===== config.mk =====
export PLATFORM = sky130hd
export DESIGN_NAME = serial_add_sub
export DESIGN_NICKNAME = d
export VERILOG_FILES = /design/src/rtl/serial_add_sub_pkg.sv /design/src/rtl/full_adder.sv /design/src/rtl/serial_add_sub.sv
export SDC_FILE = /design/constraint.sdc
export NUM_CORES = 1
export LEC_CHECK = 0
export CORE_AREA = 2 2 86 55
export CTS_BUF_LIST = sky130_fd_sc_hd__clkbuf_4 sky130_fd_sc_hd__clkbuf_8
export DETAILED_ROUTE_END_ITERATION = 7
export DIE_AREA = 0 0 88 57
export HOLD_SLACK_MARGIN = 0.02
export SLEW_MARGIN = 30
export SYNTH_ARGS = -nofsm -noshare
export SYNTH_HDL_FRONTEND = slang
export SYNTH_SLANG_ARGS = --single-unit

===== constraint.sdc =====
create_clock -name clk -period 2.35 [get_ports clk]
set_clock_uncertainty 0.15 [all_clocks]
set_input_delay 0.47 -clock clk [delete_from_list [all_inputs] [get_ports clk]]
set_output_delay 0.47 -clock clk [all_outputs]
set_load 0.005 [all_outputs]

===== src/rtl/serial_add_sub_pkg.sv =====
// Shared definitions for the bit-serial adder/subtractor: FSM states, mode
// encodings and the default operand width.
package serial_add_sub_pkg;

  localparam int unsigned DEFAULT_WIDTH = 4;

  localparam logic MODE_ADD = 1'b0;
  localparam logic MODE_SUB = 1'b1;

  typedef enum logic [1:0] {
    IDLE = 2'd0,
    RUN  = 2'd1,
    DONE = 2'd2
  } state_t;

endpackage


===== src/rtl/full_adder.sv =====
// Single-bit full adder used as the per-cycle step of the serial datapath.
module full_adder (
  input  logic a,
  input  logic b,
  input  logic cin,
  output logic s,
  output logic cout
);

  assign s    = a ^ b ^ cin;
  assign cout = (a & b) | (cin & (a ^ b));

endmodule


===== src/rtl/serial_add_sub.sv =====
// Bit-serial adder/subtractor: one full-adder step per cycle, LSB first,
// with registered sum, carry-out and signed overflow published on completion.
module serial_add_sub
  import serial_add_sub_pkg::*;
#(
  parameter int unsigned WIDTH = DEFAULT_WIDTH
) (
  input  logic             clk,
  input  logic             rst,
  input  logic             start,
  input  logic             mode,
  input  logic             cin,
  input  logic [WIDTH-1:0] A,
  input  logic [WIDTH-1:0] B,
  output logic [WIDTH-1:0] S,
  output logic             cout,
  output logic             ovf,
  output logic             busy,
  output logic             done
);

  localparam int unsigned         CNT_W    = $clog2(WIDTH) + 1;
  localparam logic [CNT_W-1:0]    LAST_BIT = CNT_W'(WIDTH - 1);

  state_t state, next_state;

  logic [WIDTH-1:0] a_q;
  logic [WIDTH-1:0] b_q;
  logic [WIDTH-1:0] sum_q;
  logic             mode_q;
  logic             carry_q;
  logic [CNT_W-1:0] cnt_q;

  logic load;
  logic step;
  logic last;
  logic fa_b;
  logic fa_s;
  logic fa_cout;

  always_comb begin
    next_state = state;
    load       = 1'b0;
    step       = 1'b0;
    last       = (cnt_q == LAST_BIT);
    unique case (state)
      IDLE: begin
        if (start) begin
          load       = 1'b1;
          next_state = RUN;
        end
      end
      RUN: begin
        step = 1'b1;
        if (last) next_state = DONE;
      end
      DONE: begin
        if (start) begin
          load       = 1'b1;
          next_state = RUN;
        end else begin
          next_state = IDLE;
        end
      end
      default: next_state = IDLE;
    endcase
  end

  always_ff @(posedge clk) begin
    if (rst) state <= IDLE;
    else     state <= next_state;
  end

  // Operands shift right so the active bit is always at position 0.
  assign fa_b = b_q[0] ^ (mode_q == MODE_SUB);

  full_adder u_full_adder (
    .a    (a_q[0]),
    .b    (fa_b),
    .cin  (carry_q),
    .s    (fa_s),
    .cout (fa_cout)
  );

  always_ff @(posedge clk) begin
    if (rst) begin
      a_q     <= '0;
      b_q     <= '0;
      sum_q   <= '0;
      mode_q  <= 1'b0;
      carry_q <= 1'b0;
      cnt_q   <= '0;
      S       <= '0;
      cout    <= 1'b0;
      ovf     <= 1'b0;
    end else if (load) begin
      a_q     <= A;
      b_q     <= B;
      mode_q  <= mode;
      carry_q <= cin;
      cnt_q   <= '0;
    end else if (step) begin
      a_q     <= a_q >> 1;
      b_q     <= b_q >> 1;
      sum_q   <= {fa_s, sum_q[WIDTH-1:1]};
      carry_q <= fa_cout;
      cnt_q   <= cnt_q + CNT_W'(1);
      // carry_q still holds the carry into the MSB during the last step.
      if (last) begin
        S    <= {fa_s, sum_q[WIDTH-1:1]};
        cout <= fa_cout;
        ovf  <= carry_q ^ fa_cout;
      end
    end
  end

  assign busy = (state == RUN);
  assign done = (state == DONE);

endmodule

* Yosys cells after proc, flatten, opt, wreduce, memory -nomap -nowiden
Index checks and enable logic that the tools add are counted.
Word-level totals: register bits 25, word-level logic and storage cells 44
Cells by class: add/subtract/negate cells 1, equality and inequality tests 5, mux-type cells 13, bitwise operators 8, reduce and logical (&&, ||, !) cells 7
Operators by type and width (count):
- 4-bit two-way mux | 4
- 1-bit two-way mux | 6
- 2-bit one-hot mux with 3 select lines | 1
- 2-bit two-way mux | 2
- 2-bit AND reduction | 2
- 2-bit OR reduction | 2
- 1-bit XOR | 4
- 3-bit by 1-bit adder with 3-bit output (second input constant) | 1
- 3-bit by 2-bit == test with 1-bit output (second input constant) | 1
- 3-bit AND reduction | 1
- 1-bit bitwise AND | 2
- 2-bit by 1-bit == test with 1-bit output (second input constant) | 1
- 2-bit == test (second input constant) | 1
- 2-bit zero test | 1
- 2-bit by 1-bit != test with 1-bit output (second input constant) | 1
- 2-bit != test (second input constant) | 1
- 2-bit nonzero test | 1
- 1-bit inverter | 1
- 1-bit bitwise OR | 1

* Depth between registers and ports, before layout
depth after elaboration 6, gate-level depth with buffers 6, depth with buffers taken out 5

* Modules after synthesis
From an unflattened synthesis, not the netlist that was laid out.
Unflattened totals: cell total of the unflattened synthesis 112, area, all modules 1011.0 µm²
By module, submodules not included:
- serial_add_sub | times used 1, cells each 111, area each 991.0 µm², sequential area each 480.5 µm²
- full_adder | times used 1, cells each 1, area each 20.0 µm², sequential area each 0.0 µm²

* Worst setup path before layout
No wires, ideal clock.
kind register to register, from reg cnt_q[0], to reg S[0], setup time 0.128 ns, arrival time 1.173 ns, path slack 0.899 ns, cell stages (with the launch flop) 7, path buffers 1, path through dfxtp_1 -> ha_1 -> ha_1 -> and3b_1 -> buf_4 -> mux2i_1 -> nor2_1
On the way: longest elaborated chain between the ends 2
RTL lines:
- from (decl) | RTL line serial_add_sub.sv:32 | logic [CNT_W-1:0] cnt_q;
- from (signal assigned) | RTL line serial_add_sub.sv:107 | cnt_q <= cnt_q + CNT_W'(1);
- 3-bit by 2-bit == test with 1-bit output | RTL line serial_add_sub.sv:45 | last = (cnt_q == LAST_BIT);
- 3-bit AND reduction (no line)
- to (signal assigned) | RTL line serial_add_sub.sv:110 | S <= {fa_s, sum_q[WIDTH-1:1]};
- to (decl) | RTL line serial_add_sub.sv:15 | output logic [WIDTH-1:0] S,
No other way between the ends. A chain may end at the register's enable or synchronous reset.

* Worst setup path in the final report
from reg state[1], to out busy
On the way: longest elaborated chain between the ends 1
RTL lines:
- from (decl) | RTL line serial_add_sub.sv:25 | state_t state, next_state;
- from (signal assigned) | RTL line serial_add_sub.sv:71 | else state <= next_state;
- 2-bit by 1-bit == test with 1-bit output | RTL line serial_add_sub.sv:117 | assign busy = (state == RUN);
- to (decl) | RTL line serial_add_sub.sv:18 | output logic busy,
No other way between the ends.

==> key figures <==
Cells and area
  – Layout Cells excl Fill: 187
  – Diode count: 0
  – Post-Layout Inst Area: 1344 um^2
  – Footprint of the multi-input gates: 478.0 um^2
  – Layout net count: 141
  – Area Overhead vs Synth: 30.50%
  – Post-Route Utilization: 0.3123
  – Layout cell share with drive strength beyond 1: 0.1210
  – Storage cell area: 480.5 um^2
  – Number of fill cells: 440

Synth
  – Synth top cells by count: 24 x dfxtp_1, 12 x nand2_1, 12 x nor2_1
  – Ranking of synthesized cells by area: dfxtp_1 47%, mux2i_1 6.8%, nand2_1 4.4%
  – Ys flop type: dfxtp_1
  – Synth top area share: 0.4666
  – Most common cell in the netlist: dfxtp_1
  – Distinct cells, synth: 28
  – Simple-gate share of the synthesized area: 0.1847
  – Largest family of logic cells by synthesized area: simple AND/OR/NAND/NOR gates
  – Sequential-to-total area share from yosys stat: 0.4666
  – Synth Area in Adders: 0.04374
  – Async SR Flop Fraction: 0
  – FF+latch count, synth: 24
  – Xor/xnor share of the synthesized area: 0.02552
  – Ys Warns: 0
  – Mux share of post-synthesis cell area: 0.06804
  – Area of the mapped netlist: 1030 um^2
  – EDFF count, synth: 0
  – Post-synth top area cell: dfxtp_1
  – Syn Area/Cell: 9.807 um^2
  – Complex-gate fraction of the synthesized area: 0.1422
  – Total nets after synthesis: 121
  – Post-Syn Instances: 105

Floorplanning
  – Core area: 4303 um^2
  – Die area: 5016 um^2
  – Row count: 19
  – Die X: 88 um
  – Die height: 57 um
  – Starting Density: 0.2393
  – I/O Pins: 21

Timing
  – Total negative slack: 0 ps
  – Period utilisation layout: 0.9525
  – Hold Vio Cnt, Final: 0
  – Max Transition Viols Final: 0
  – Setup WS post-layout: 111.7 ps
  – RSZ-0062 raised after global routing: false
  – Hold WS: 321.5 ps
  – Min Clock Period, post-route: 2238 ps
  – Slew Limit Headroom: 0.7045
  – Final setup viols: 0
  – Actual slew at the worst max-slew pin: 443.2 ps
  – Max Freq: 446.8 MHz

Power
  – Pwr dens: 687.2 nW/um^2
  – Leakage: 0.4544 nW
  – Peak supply drop: 0.0002354 V
  – Total Power: 0.9235 mW

Hold path
  – Path category of the worst min-delay check: flop to flop

Critical path
  – CP Capture Type: output pin
  – Kind of critical path: flop to output pin
  – Crit-path slowest cell: clkdlybuf4s50_1
  – Crit-path max cell delay: 520 ps
  – Startpoint types: flop
  – Worst Path Required: 1730 ps
  – Cell Chain, Critical Path: nand2b_2 > inv_6 > clkdlybuf4s50_1
  – Arrival @ worst endpoint: 1620 ps
  – Crit-path max FO: 17

Route
  – Drt wl/cell: 11.70 um
  – Number of DRC markers in iteration 0: 40
  – Total Wirelength: 2.188 mm
  – Post-DRT Antenna Nets: 0
  – DRT Pass-1 Iters: 4
  – Drt via density: 4.241
  – Post-route DRC: 0
  – Total number of vias: 793

CTS
  – Root Buffer: clkbuf_8
  – Htree depth: 1
  – Clk sink count: 24
  – CTS buffer count: 3
  – Clk_lat worst skew: 260 ps
  – Post-CTS Setup Bufs: 0
  – CTS tree: built
  – Number of hold buffers added after cts: 0
  – CTS Buffer Depth: 2
  – Post-cts resize count: 0
  – Clock transition at path regs: 80 ps

GRT
  – Vias in the first global route: 825
  – First-pass GRT wire length: 3.767 mm
  – Aggregate global-route resource usage: 0.09896
  – GRT overflow: 0
  – Largest net degree at the start of global routing: 25
  – Initial antenna violation count: 0

Placement
  – I/O Buffers: 20
  – Placed Area: 1270 um^2
  – Placed cell count: 183
  – Post-DP HPWL: 1.631 mm
  – Routability cong.: 0.7001
  – Pre-CTS setup slack: 373.0 ps

Job
  – Max cap viols: 0

Outcome
  – Status: finished, final reports clean
registers in the layout, summed over array words and instances (netlist names):
name	flops
carry_q	1
mode_q	1
cout	1
ovf	1
S	4
sum_q	3
b_q	4
a_q	4
state	2
cnt_q	3
placed cells by master, fill, tap and decap left out, types with 2 or more instances in the layout:
master,count
dfxtp_1,24
clkdlybuf4s50_1,20
nor2_1,12
nand2_1,12
mux2i_1,7
nor3_1,7
a21oi_1,5
nor2b_1,3
inv_1,3
xnor2_1,3
a211oi_2,3
clkbuf_8,3
nand2b_2,2
a311oi_1,2
nand3_1,2
o22ai_1,2
ha_1,2
buf_4,2
routing by layer:
metal  up-vias  GRT usage  wire, um
met5         -          0         0
met3         2    0.03184       113
met2        15     0.1558       992
met4         0    0.03956        30
met1       379     0.1265      1052
li1        397          -         -
layout make-up:
class / instances / share of cell area
Clock buffer: 3 / 0.03073
Clock inverter: 1 / 0.02235
Inverter: 4 / 0.01490
Sequential cell: 24 / 0.3575
Tap cell: 63 / 0.05866
Timing Repair Buffer: 22 / 0.1601
Multi-Input combinational cell: 70 / 0.3557
logic make-up (layout without fill, tap and decap cells):
logic type	count (synthesis)	in the layout
buf+inv	11	30
xor+xnor	3	3
compound gates	17	17
flops	24	24
mux	7	7
fa+ha+maj	3	3
simple gates	40	40
power breakdown:
group | total, mW | internal [mW] | switching (mW)
sequential | 0.440 | 0.427 | 0.0133
combinational | 0.126 | 0.0601 | 0.0655
clock | 0.358 | 0.228 | 0.130
total | 0.923 | 0.715 | 0.209
critical path: cells and delay by family, from the launching register on:
kind | cells | cell delay (ps)
flops | 1 | 320
simple gates | 1 | 310
buf+inv | 2 | 720
path summary, 6_finish.rpt:
kind | start | to | slack [ps] | cells after the start
worst min register to register | sum_q[1]$_SDFFE_PP0P_ | sum_q[1]$_SDFFE_PP0P_ | 320 | 2
worst min-delay path | sum_q[1]$_SDFFE_PP0P_ | sum_q[1]$_SDFFE_PP0P_ | 320 | 2
worst max-delay path | state[1]$_SDFFE_PP0P_ | busy | 110 | 3
worst max register to register | cnt_q[0]$_SDFFE_PP0P_ | S[2]$_SDFFE_PP0P_ | 640 | 5
Power figures use the tool's default switching activity.
